**config.mk**
```make
export PLATFORM = sky130hd
export DESIGN_NAME = data_sram_bridge
export DESIGN_NICKNAME = d
export VERILOG_FILES = /design/src/rtl/data_sram_bridge_pkg.sv /design/src/rtl/data_sram_bridge.sv
export SDC_FILE = /design/constraint.sdc
export NUM_CORES = 1
export LEC_CHECK = 0
export CAP_MARGIN = 20
export CORE_MARGIN = 2
export CORE_UTILIZATION = 40
export CTS_BUF_LIST = sky130_fd_sc_hd__clkbuf_16
export DETAILED_ROUTE_END_ITERATION = 8
export GPL_ROUTABILITY_DRIVEN = 1
export PLACE_DENSITY = 0.8
export SLEW_MARGIN = 20
export SYNTH_ARGS = -nofsm -noshare
export SYNTH_HDL_FRONTEND = slang
export SYNTH_SLANG_ARGS = --single-unit
```
**constraint.sdc**
```tcl
create_clock -name clk -period 1.8 [get_ports clk]
set_clock_uncertainty 0.1 [all_clocks]
set_input_delay 0.18 -clock clk [delete_from_list [all_inputs] [get_ports clk]]
set_output_delay 0.18 -clock clk [all_outputs]
set_load 0.01 [all_outputs]
```
**src/rtl/data_sram_bridge_pkg.sv**
```systemverilog
// Shared types and helpers for the memory-stage to data-SRAM bus bridge.
package data_sram_bridge_pkg;

  typedef enum logic [2:0] {
    IDLE,
    ADDR,
    DATA,
    DONE,
    DRAIN
  } bridge_state_t;

  localparam logic [1:0] BUS_SZ_BYTE = 2'd0;
  localparam logic [1:0] BUS_SZ_HALF = 2'd1;
  localparam logic [1:0] BUS_SZ_WORD = 2'd2;

  // One lane -> byte, two lanes -> half; reads (no lanes) and full words use word size.
  function automatic logic [1:0] wen_to_size(input logic [3:0] wen);
    logic [2:0] cnt;
    cnt = 3'(wen[0]) + 3'(wen[1]) + 3'(wen[2]) + 3'(wen[3]);
    case (cnt)
      3'd1:    return BUS_SZ_BYTE;
      3'd2:    return BUS_SZ_HALF;
      default: return BUS_SZ_WORD;
    endcase
  endfunction

endpackage

```
**src/rtl/data_sram_bridge.sv**
```systemverilog
// Single-outstanding bridge: captures a memory-stage access, runs the
// req/addr_ok/data_ok handshake, stalls until done, and drains flushed accesses.
module data_sram_bridge
  import data_sram_bridge_pkg::*;
#(
  parameter int ADDR_W = 32,
  parameter int DATA_W = 32
) (
  input  logic                clk,
  input  logic                rst,
  input  logic                mem_en,
  input  logic [DATA_W/8-1:0] mem_wen,
  input  logic [ADDR_W-1:0]   mem_addr,
  input  logic [DATA_W-1:0]   mem_wdata,
  output logic [DATA_W-1:0]   mem_rdata,
  input  logic                hold,
  input  logic                flush,
  output logic                stall,
  output logic                bus_req,
  output logic                bus_wr,
  output logic [1:0]          bus_size,
  output logic [ADDR_W-1:0]   bus_addr,
  output logic [DATA_W-1:0]   bus_wdata,
  output logic [DATA_W/8-1:0] bus_wstrb,
  input  logic                bus_addr_ok,
  input  logic                bus_data_ok,
  input  logic [DATA_W-1:0]   bus_rdata
);

  bridge_state_t       state_q, state_d;
  logic                wr_q, wr_d;
  logic [1:0]          size_q, size_d;
  logic [ADDR_W-1:0]   addr_q, addr_d;
  logic [DATA_W-1:0]   wdata_q, wdata_d;
  logic [DATA_W/8-1:0] wstrb_q, wstrb_d;
  logic [DATA_W-1:0]   rdata_q, rdata_d;

  always_ff @(posedge clk or negedge rst) begin
    if (!rst) begin
      state_q <= IDLE;
      wr_q    <= 1'b0;
      size_q  <= 2'd0;
      addr_q  <= '0;
      wdata_q <= '0;
      wstrb_q <= '0;
      rdata_q <= '0;
    end else begin
      state_q <= state_d;
      wr_q    <= wr_d;
      size_q  <= size_d;
      addr_q  <= addr_d;
      wdata_q <= wdata_d;
      wstrb_q <= wstrb_d;
      rdata_q <= rdata_d;
    end
  end

  always_comb begin
    state_d = state_q;
    wr_d    = wr_q;
    size_d  = size_q;
    addr_d  = addr_q;
    wdata_d = wdata_q;
    wstrb_d = wstrb_q;
    rdata_d = rdata_q;
    case (state_q)
      IDLE: begin
        if (mem_en && !flush) begin
          state_d = ADDR;
          wr_d    = |mem_wen;
          size_d  = wen_to_size(mem_wen);
          addr_d  = mem_addr;
          wdata_d = mem_wdata;
          wstrb_d = mem_wen;
        end
      end
      ADDR: begin
        if (bus_addr_ok) begin
          // A flushed access whose data already returned has nothing left to drain.
          if (bus_data_ok) begin
            if (flush) begin
              state_d = IDLE;
            end else begin
              state_d = DONE;
              rdata_d = bus_rdata;
            end
          end else begin
            state_d = flush ? DRAIN : DATA;
          end
        end else if (flush) begin
          state_d = IDLE;
        end
      end
      DATA: begin
        if (bus_data_ok) begin
          if (flush) begin
            state_d = IDLE;
          end else begin
            state_d = DONE;
            rdata_d = bus_rdata;
          end
        end else if (flush) begin
          state_d = DRAIN;
        end
      end
      DONE: begin
        if (flush || !hold) begin
          state_d = IDLE;
        end
      end
      DRAIN: begin
        if (bus_data_ok) begin
          state_d = IDLE;
        end
      end
      default: state_d = IDLE;
    endcase
  end

  assign bus_req   = (state_q == ADDR);
  assign bus_wr    = wr_q;
  assign bus_size  = size_q;
  assign bus_addr  = addr_q;
  assign bus_wdata = wdata_q;
  assign bus_wstrb = wstrb_q;
  assign mem_rdata = rdata_q;

  // Gated by rst so the stall drops the instant reset asserts.
  assign stall = rst && ((state_q == ADDR) || (state_q == DATA) || (state_q == DRAIN) ||
                         ((state_q == IDLE) && mem_en && !flush));

endmodule

```
==> flow_summary.toml <==
[clock_tree]
tritoncts = "done"
clock_path_buffers = 2
root_buffer = "clkbuf_16"
path_clk_slew_ns = 0.07
numCtsBuffers = 9
htreeDepth = 3
cts_sinks = 106
clk_latency_ns = 0.34

[sta]
fmax_mhz = 513
finalSetupTns_ns = -4.23
setup_ws_ns = -0.149
tightest_slew_ns = 0.547
hold_viol_final = 0
post-route-min-period_ns = 1.95
relSlewSlack = 0.635
setup_viol = 34
holdWs_ns = 0.213
period_share = 1.08
rsz0062_at_grt = "yes"
drv_slew = 0

[setup_path]
path_cells = "buf_6 > and2b_1 > nand2_2 > a21oi_4 > buf_12 > buf_12 > mux2_4"
startpoint_type = "register"
arrival_ns = 2.07
critPathMaxFanout = 9
critPathRequiredTime_ns = 1.92
crit_path_frequent_cell = "buf_12"
slowest_stage = "dfrtp_2"
crit_type = "reg -> reg"
end_kind = "register"
cpPeakStageDelay_ns = 0.46

[grt]
grt_pass1_vias = 3488
grt_use_total = 0.193
antenna_found_initial = 0
grt_max_degree = 107
grt-ovfl-total = 0
grt_pass1_wl_um = 17300

[run_status]
status = "finished, violations left"
failed_checks = "negative setup slack"

[die]
fp.coreArea_um2 = 10300
die_y_um = 107
io_pins = 212
start_util = 0.411
dieArea_um2 = 11500
chipWidth_um = 107
rows = 37

[synthesis]
yosys-top-cells-count = "dfrtp_1 (106), mux2_2 (80), mux2_1 (10), nand2_1 (10), o21ai_0 (9)"
synth_most_common_cell = "dfrtp_1"
ys_top_cells_by_area = "dfrtp_1 (63%), mux2_2 (21%), mux2_1 (2.7%)"
synthArstFlopShare = 1.00
ys_ff_latch = 106
syn_area_um2 = 4240
ys_types = 33
netlist_instances = 277
ys_dominant_reg_cell = "dfrtp_1"
synth_top_area_frac = 0.625
ys_seq_area_frac = 0.625
syn_nets = 388
avgSynthCellArea_um2 = 15.3
ys_warn_count = 0
yosysTopAreaCell = "dfrtp_1"
synth_edf_count = 0

[placed_design]
io_buffers = 211
placedCellCount = 631
dpl.hpwl_um = 7800
gp_congestion = 0.813

[drt]
wl_per_cell_um = 17.3
detail_route.iter0.violations = 99
vias = 3212
first_pass_iters = 4
drt-total-wl_um = 11500
routed_via_density = 4.87
route.detailed.drc = 0
drtAntennaViolNets = 0

[flow_run]
cap_violations = 0

[hold_path]
hold_path_class = "in -> reg"

[pwr]
p_comb_frac = 0.485
pwr-share-seq = 0.356
clockPowerShare = 0.159
swShare = 0.294
powerDensity_nw_per_um2 = 1640
p_int_mw = 8.41
vdd_drop_max_mv = 0.833
p_leak_nw = 3.15
power.switching_mw = 3.50

[finish]
fillCellCount = 727
areaGrowthSynthToFinish_pct = 70.8
insertedDiodeCount = 0
drive_gt1_frac = 0.303
fin_nets = 630
finalNonFillerCells = 660
-- worst max-delay path, delay by kind of cell (launching register included) --
family,cells,cell delay [ns]
simple gates,2,0.35
flops,1,0.46
compound gates,1,0.18
buf+inv,3,0.43
mux,1,0.31
-- layer usage --
layer | wire (um) | GRT usage | vias up | part of all wire
li1 | - | - | 1446 | -
met1 | 4260 | 0.211 | 1620 | 0.37
met2 | 6090 | 0.353 | 128 | 0.53
met3 | 866 | 0.0620 | 18 | 0.076
met4 | 230 | 0.0668 | 0 | 0.020
met5 | 0 | 0 | - | 0
-- area by class of cell --
class                   instances  area, um^2  share of cell area
multi-input cells             150        1630               0.225
repair buffers                244        2480               0.342
inverters                       8        30.0             0.00414
clock inverters                 7        60.1             0.00829
well taps                     136         170              0.0235
flip-flops and latches        106        2660               0.366
clock buffers                   9         225              0.0311
-- registers in the layout (all words and copies together), names as in the netlist --
register,cells
bus_addr,32
bus_wdata,32
bus_wstrb,4
state_q,3
bus_size,2
bus_wr,1
mem_rdata,32
-- logic make-up (layout without fill, tap and decap cells) --
family | Yosys count | count (layout) | synth area share
multiplexers | 97 | 97 | 0.264
adder cells (fa/ha/maj) | 4 | 4 | 0.0136
AO/OA/AOI/OAI | 22 | 22 | 0.0336
flip-flops | 106 | 106 | 0.625
buffers and inverters | 21 | 268 | 0.0289
XOR/XNOR | 2 | 2 | 0.00413
AND/OR/NAND/NOR | 25 | 25 | 0.0313
-- path summary, 6_finish.rpt --
| check | start | endpoint | slack (ns) | cells past startpoint |
|---|---|---|---|---|
| max reg2reg | state_q[1] | mem_rdata[1] | -0.15 | 7 |
| max | state_q[1] | mem_rdata[1] | -0.15 | 7 |
| min in group asynchronous | rst | mem_rdata[27] | 0.41 | 3 |
| min reg2reg | bus_wr | bus_wr | 0.38 | 1 |
| min | mem_wen[3] | bus_wstrb[3] | 0.21 | 3 |
| max in group asynchronous | rst | bus_wdata[1] | 0.78 | 3 |
-- metrics by stage --
stage	utilization	power (mW)	instance area (um^2)	worst slack [ns]
6_report	0.702	11.9	7250	-0.149
5_1_grt	0.702	12.6	7250	-0.168
4_1_cts	0.689	11.8	7120	-0.0638
3_5_place_dp	0.644	9.60	6650	-0.533
3_3_place_gp	0.644	9.41	6650	-0.489
2_1_floorplan	-	6.34	4240	0.0641
-- power groups by stage --
| stage | logic (mW) | registers [mW] | clock network, mW |
|---|---|---|---|
| detailed placement | 5.36 | 4.24 | 0 |
| finish | 5.77 | 4.24 | 1.90 |
| floorplan | 1.59 | 4.75 | 0 |
| CTS | 5.61 | 4.22 | 1.97 |
| global placement | 5.25 | 4.17 | 0 |
| global route | 6.13 | 4.39 | 2.05 |
-- cell usage in the layout, fill, tap and decap left out, drive strengths merged --
cell type	count
clkdlybuf4s50	205
dfrtp	106
mux2	97
buf	31
clkbuf	11
nand2	10
inv	10
o21ai	9
nor2	6
a21oi	5
dlygate4sd2	4
clkinv	4
ha	3
a21boi	2
nor3b	2
nand3	2
nor3	1
xor2	1
nand2b	1
nor2b	1
and4b	1
o21a	1
a211oi	1
a31oi	1
a22oi	1
and2b	1
a32o	1
a21o	1
xnor2	1
fa	1
bufinv	1
dlygate4sd3	1
clkdlybuf4s15	1
-- repair_timing --
action | 4_1_cts | 5_1_grt
resized for setup | 39 | 26
pin swaps | 7 | 2
buffers inserted | 10 | 2
hold endpoints to repair | 106 | 0
cloned | 1 | 2
endpoints found under the setup margin | 35 | 35
hold buffers | 1 | 0
Note: power is estimated with default switching activity, not from simulation.
